`src/rtl/mtm_alu_sout_rx.sv`:
```
// Serial response receiver for the ALU sout line: decodes 11-bit frames into a result word.
// Optional CRC-3 check of the normal-response CTL byte is enabled by defining MTM_RX_CRC_CHECK_EN.
module mtm_alu_sout_rx #(
  parameter int DATA_BYTES     = 4,
  parameter int TIMEOUT_CYCLES = 64
) (
  input  logic        clk,
  input  logic        rst_n,
  input  logic        sin,
  input  logic        res_ready,
  output logic        res_valid,
  output logic [31:0] res_data,
  output logic [7:0]  res_ctl,
  output logic        res_err,
  output logic        frame_err,
  output logic        pkt_err,
  output logic        overrun
);

  localparam int CW = $clog2(DATA_BYTES + 1);
  localparam int TW = $clog2(TIMEOUT_CYCLES);
  localparam logic [CW-1:0] LAST_CNT = CW'(DATA_BYTES);
  localparam logic [TW-1:0] IDLE_MAX = TW'(TIMEOUT_CYCLES - 1);

  typedef enum logic [2:0] {IDLE, TYPE, DATA, STOP, WAIT_HI} state_e;

  state_e        state_q, state_d;
  logic [2:0]    bitCnt_q, bitCnt_d;
  logic          type_q, type_d;
  logic [7:0]    byte_q, byte_d;
  logic [31:0]   acc_q, acc_d;
  logic [CW-1:0] cnt_q, cnt_d;
  logic [TW-1:0] idle_q, idle_d;

  logic          resValid_q, resValid_d;
  logic [31:0]   resData_q, resData_d;
  logic [7:0]    resCtl_q, resCtl_d;
  logic          resErr_q, resErr_d;
  logic          frameErr_q, frameErr_d;
  logic          pktErr_q, pktErr_d;
  logic          overrun_q, overrun_d;

  logic          complete;
  logic          cplErr;
  logic [31:0]   cplData;
  logic          crcOk;

`ifdef MTM_RX_CRC_CHECK_EN
  logic [2:0]    crc_q, crc_d;
  logic          crcBit;
  logic          crcFb;
`endif

  always_comb begin
    state_d    = state_q;
    bitCnt_d   = bitCnt_q;
    type_d     = type_q;
    byte_d     = byte_q;
    acc_d      = acc_q;
    cnt_d      = cnt_q;
    idle_d     = '0;
    resValid_d = resValid_q;
    resData_d  = resData_q;
    resCtl_d   = resCtl_q;
    resErr_d   = resErr_q;
    frameErr_d = 1'b0;
    pktErr_d   = 1'b0;
    overrun_d  = 1'b0;
    complete   = 1'b0;
    cplErr     = 1'b0;
    cplData    = '0;
`ifdef MTM_RX_CRC_CHECK_EN
    crc_d      = crc_q;
    crcBit     = 1'b0;
    crcFb      = 1'b0;
    crcOk      = (crc_q == byte_q[2:0]);
`else
    crcOk      = 1'b1;
`endif

    case (state_q)
      IDLE: begin
        // Only a partially received packet can time out.
        if (cnt_q != '0) begin
          if (idle_q == IDLE_MAX) begin
            pktErr_d = 1'b1;
            cnt_d    = '0;
          end else if (sin) begin
            idle_d = idle_q + TW'(1);
          end
        end
        if (!sin) state_d = TYPE;
      end
      TYPE: begin
        type_d   = sin;
        bitCnt_d = 3'd7;
        state_d  = DATA;
`ifdef MTM_RX_CRC_CHECK_EN
        if (cnt_q == '0) crc_d = '0;
`endif
      end
      DATA: begin
        byte_d = {byte_q[6:0], sin};
`ifdef MTM_RX_CRC_CHECK_EN
        // CTL bit 7 enters the CRC as 0; the received crc field itself is excluded.
        if (!type_q || bitCnt_q >= 3'd3) begin
          crcBit = (type_q && bitCnt_q == 3'd7) ? 1'b0 : sin;
          crcFb  = crc_q[2] ^ crcBit;
          crc_d  = {crc_q[1], crc_q[0] ^ crcFb, crcFb};
        end
`endif
        if (bitCnt_q == 3'd0) state_d = STOP;
        else                  bitCnt_d = bitCnt_q - 3'd1;
      end
      STOP: begin
        if (!sin) begin
          frameErr_d = 1'b1;
          cnt_d      = '0;
          state_d    = WAIT_HI;
        end else begin
          state_d = IDLE;
          if (!type_q) begin
            if (cnt_q != LAST_CNT) begin
              acc_d = {acc_q[23:0], byte_q};
              cnt_d = cnt_q + CW'(1);
            end else begin
              pktErr_d = 1'b1;
              cnt_d    = '0;
            end
          end else if (cnt_q == LAST_CNT) begin
            cnt_d = '0;
            if (crcOk) begin
              complete = 1'b1;
              cplData  = acc_q;
            end else begin
              pktErr_d = 1'b1;
            end
          end else if (cnt_q == '0 && byte_q[7]) begin
            complete = 1'b1;
            cplErr   = 1'b1;
          end else begin
            pktErr_d = 1'b1;
            cnt_d    = '0;
          end
        end
      end
      WAIT_HI: begin
        if (sin) state_d = IDLE;
      end
      default: state_d = IDLE;
    endcase

    // Handshake: an accept and a fresh load may happen on the same clock.
    if (resValid_q && res_ready) resValid_d = 1'b0;
    if (complete) begin
      if (!resValid_q || res_ready) begin
        resValid_d = 1'b1;
        resData_d  = cplData;
        resCtl_d   = byte_q;
        resErr_d   = cplErr;
      end else begin
        overrun_d = 1'b1;
      end
    end
  end

  always_ff @(posedge clk or negedge rst_n) begin
    if (!rst_n) begin
      state_q    <= IDLE;
      bitCnt_q   <= '0;
      type_q     <= 1'b0;
      byte_q     <= '0;
      acc_q      <= '0;
      cnt_q      <= '0;
      idle_q     <= '0;
      resValid_q <= 1'b0;
      resData_q  <= '0;
      resCtl_q   <= '0;
      resErr_q   <= 1'b0;
      frameErr_q <= 1'b0;
      pktErr_q   <= 1'b0;
      overrun_q  <= 1'b0;
    end else begin
      state_q    <= state_d;
      bitCnt_q   <= bitCnt_d;
      type_q     <= type_d;
      byte_q     <= byte_d;
      acc_q      <= acc_d;
      cnt_q      <= cnt_d;
      idle_q     <= idle_d;
      resValid_q <= resValid_d;
      resData_q  <= resData_d;
      resCtl_q   <= resCtl_d;
      resErr_q   <= resErr_d;
      frameErr_q <= frameErr_d;
      pktErr_q   <= pktErr_d;
      overrun_q  <= overrun_d;
    end
  end

`ifdef MTM_RX_CRC_CHECK_EN
  always_ff @(posedge clk or negedge rst_n) begin
    if (!rst_n) crc_q <= '0;
    else        crc_q <= crc_d;
  end
`endif

  assign res_valid = resValid_q;
  assign res_data  = resData_q;
  assign res_ctl   = resCtl_q;
  assign res_err   = resErr_q;
  assign frame_err = frameErr_q;
  assign pkt_err   = pktErr_q;
  assign overrun   = overrun_q;

endmodule
```
`config.mk`:
```
export PLATFORM = sky130hd
export DESIGN_NAME = mtm_alu_sout_rx
export DESIGN_NICKNAME = d
export VERILOG_FILES = /design/src/rtl/mtm_alu_sout_rx.sv
export SDC_FILE = /design/constraint.sdc
export NUM_CORES = 1
export LEC_CHECK = 0
export ABC_AREA = 1
export CAP_MARGIN = 20
export CORE_ASPECT_RATIO = 0.7
export CORE_UTILIZATION = 25
export DETAILED_ROUTE_END_ITERATION = 7
export SETUP_SLACK_MARGIN = 0.05
export SYNTH_ARGS = -nofsm -noshare
export SYNTH_HDL_FRONTEND = slang
export SYNTH_SLANG_ARGS = --single-unit
```
`constraint.sdc`:
```
create_clock -name clk -period 2.2 [get_ports clk]
set_input_delay 0.22 -clock clk [delete_from_list [all_inputs] [get_ports clk]]
set_output_delay 0.22 -clock clk [all_outputs]
set_load 0.01 [all_outputs]
```
==> results.md <==
* Crit-path max FO at 44
* Initial antenna violation count at 0
* I/O pin total at 49
* Warnings, synthesis at 0
* Min cycle time layout at 1.833 ns
* Number of global-route vias before repair at 3070
* Initial core utilization at 0.2613
* Synth Instances at 445
* WS Path Type: reg2reg
* Layout Skew at 0.009646 ns
* H-tree depth reported by CTS at 3
* TritonCTS clock tree: done
* Vias at 3034
* Detailed placement HPWL at between 6000 and 7000 µm
* Status: finished clean
* # DRC at 0
* Synthesized area at 4136 µm²
* Chip Width at 155.7 µm
* Port-buffer cells at 48
* Number of DRC markers in iteration 0 at 168
* Hold Path Class: in2async
* Post-CTS Setup Inserts at 0
* Fin. max-slew vios at 0
* First-pass GRT wire length at 15510 µm
* Synth cell types at 25
* Main synth FF type: dfrtp_1
* Fin. Hold Viols at 0
* Critical path endpoint category: flip-flop
* Nets at 500
* Clk sinks at 101
* N_diodes at 0
* Seq cells post-synth at 101
* Crit path from: cnt_q[0]
* Via density at around 4.2
* Largest net degree at the start of global routing at between 60 and 70
* Post-synth ARST share at 1.000
* Syn avg cell area at approximately 9.3 µm²
* Syn Nets at 454
* Sequential cell area fraction in the yosys report at 0.6110
* Layout area overhead at 24.47%
* Post-route ant nets at 0
* Setup violators final at 0
* Required @ worst endpoint at 2.42 ns
* DR WL/cell at 12.53 µm
* Most common cell after layout, fill and taps aside: nand2_1
* Synth area leader: dfrtp_1
* Clock-pin slew on the worst setup and hold paths at 0.07 ns
* Total negative slack at 0 ns
* RD Place Congestion at 0.7532
* Detailed Routing Iterations Pass 1 at 4
* Synth top area share at 0.6110
* Layout cells sized above 1 at 0.06653
* Total die area at 17070 µm²
* Slew headroom at 0.5864
* Leak at 0.002315 µW
* Max cap viols at 0
* Inserted Clock Buffers at 9
* Min Hold Slack at 0.2753 ns
* Worst-margin pin slew at between 0.6 and 0.7 ns
* Grt ovf at 0
* Die Ht at approximately 110 µm
* DRT Wirelength at ~9000 µm
* EDFF count, synth at 0
* Max Root-Sink Buffers at 2
* Peak Freq at 0.5455 GHz
* RSZ-0062 raised after global routing: false
* Power density over the cells at 994.4 nW/µm²
* Worst-Skew Late Latency at 0.35 ns
* Tot GR Track Use at 0.1179
* Crit path DAT at 2.05 ns
* Part of the cycle the worst path needs at 0.8332
* Core ar. at between 15000 and 20000 µm²
* Row cnt at 38
* Leading cell types by total area after synthesis: dfrtp_1 (61%), nand2_1 (14%), o21ai_1 (6.0%)
* Crit path launch type: flip-flop
* R2r startpoint: cnt_q[0]
* Fill count at about 1600
* Root buf cell: clkbuf_16
* VDD IR max at 0.4200 mV
* Most frequent cells in the layout: nand2_1 (152), dfrtp_1 (101), o21ai_1 (50)
-- logic make-up after synthesis --
logic type	synth area share
buffers and inverters	0.05505
AOI/OAI and AO/OA	0.08651
and+or+nand+nor	0.2196
DFF	0.6110
xor gates and xnor gates	0.01270
adders and majority gates	0.01512
-- cells in the mapped netlist, drive strengths merged, types with 2 or more instances --
cell type,number
nand2,152
dfrtp,101
o21ai,66
nand3,40
inv,28
nor2,16
buf,15
clkbuf,7
ha,5
xor2,4
nand4,3
a21oi,2
xnor2,2
-- cell type report --
type | instances | area (µm²) | area share
repair buffers | 57 | 560.5 | 0.1089
well taps | 220 | 275.3 | 0.05346
inverters | 28 | 105.1 | 0.02041
multi-input cells | 294 | 1381 | 0.2683
flip-flops and latches | 101 | 2527 | 0.4909
clock inverters | 7 | 73.82 | 0.01434
clock buffers | 9 | 225.2 | 0.04374
-- power breakdown --
part | internal [µW] | switching, µW | total, µW
clock | 886 | 705 | 1590
sequential | 2210 | 289 | 2500
combinational | 349 | 679 | 1030
-- path summary, 6_finish.rpt --
check                               end  slack (ns)  depth (start not counted)
setup / recovery             res_ctl[5]        0.37                         10
hold / removal             res_data[30]        0.28                          2
setup reg to reg             res_ctl[5]        0.37                         10
hold reg to reg               idle_q[0]        0.46                          1
max in group asynchronous     res_valid        1.35                          3
min in group clk              idle_q[0]        0.46                          1
-- through the flow --
step           instances  utilization  setup WS [ns]  total power [µW]  instance area, µm²
3_5_place_dp         699       0.3057         0.3421              3568                4840
5_1_grt              716       0.3252         0.1659              5491                5149
2_1_floorplan        445            -         0.6724              3203                4136
3_3_place_gp         699       0.3057         0.3782              3486                4840
4_1_cts              716       0.3252         0.3717              5177                5149
6_report             716       0.3252         0.3670              5120                5149
-- state kept, by name, indices dropped and copies added (netlist names), 3 cells and up --
register / count
byte_q: 8
acc_q: 32
res_ctl: 8
bitCnt_q: 3
state_q: 3
cnt_q: 3
idle_q: 6
res_data: 32
-- per-layer routing --
metal / part of all wire / GRT usage / up-vias
li1: - / - / 1521
met1: 0.51 / 0.1631 / 1453
met2: 0.43 / 0.1736 / 53
met3: 0.053 / 0.04454 / 7
met4: 0.0088 / 0.02731 / 0
met5: 0 / 0 / -
-- worst max-delay path: stages, from the launching register on --
cell,delay [ns]
dfrtp_1,0.40
inv_1,0.09
ha_1,0.17
inv_1,0.05
nor2_2,0.18
nand2_1,0.13
nand2_1,0.15
nand3_4,0.08
buf_4,0.25
nand2_1,0.11
o21ai_1,0.07
-- what timing repair did --
action	4_1_cts	5_1_grt
hold buffers	1	0
resized for setup	0	0
hold endpoints to repair	14	0
Note: power is estimated with default switching activity, not from simulation.
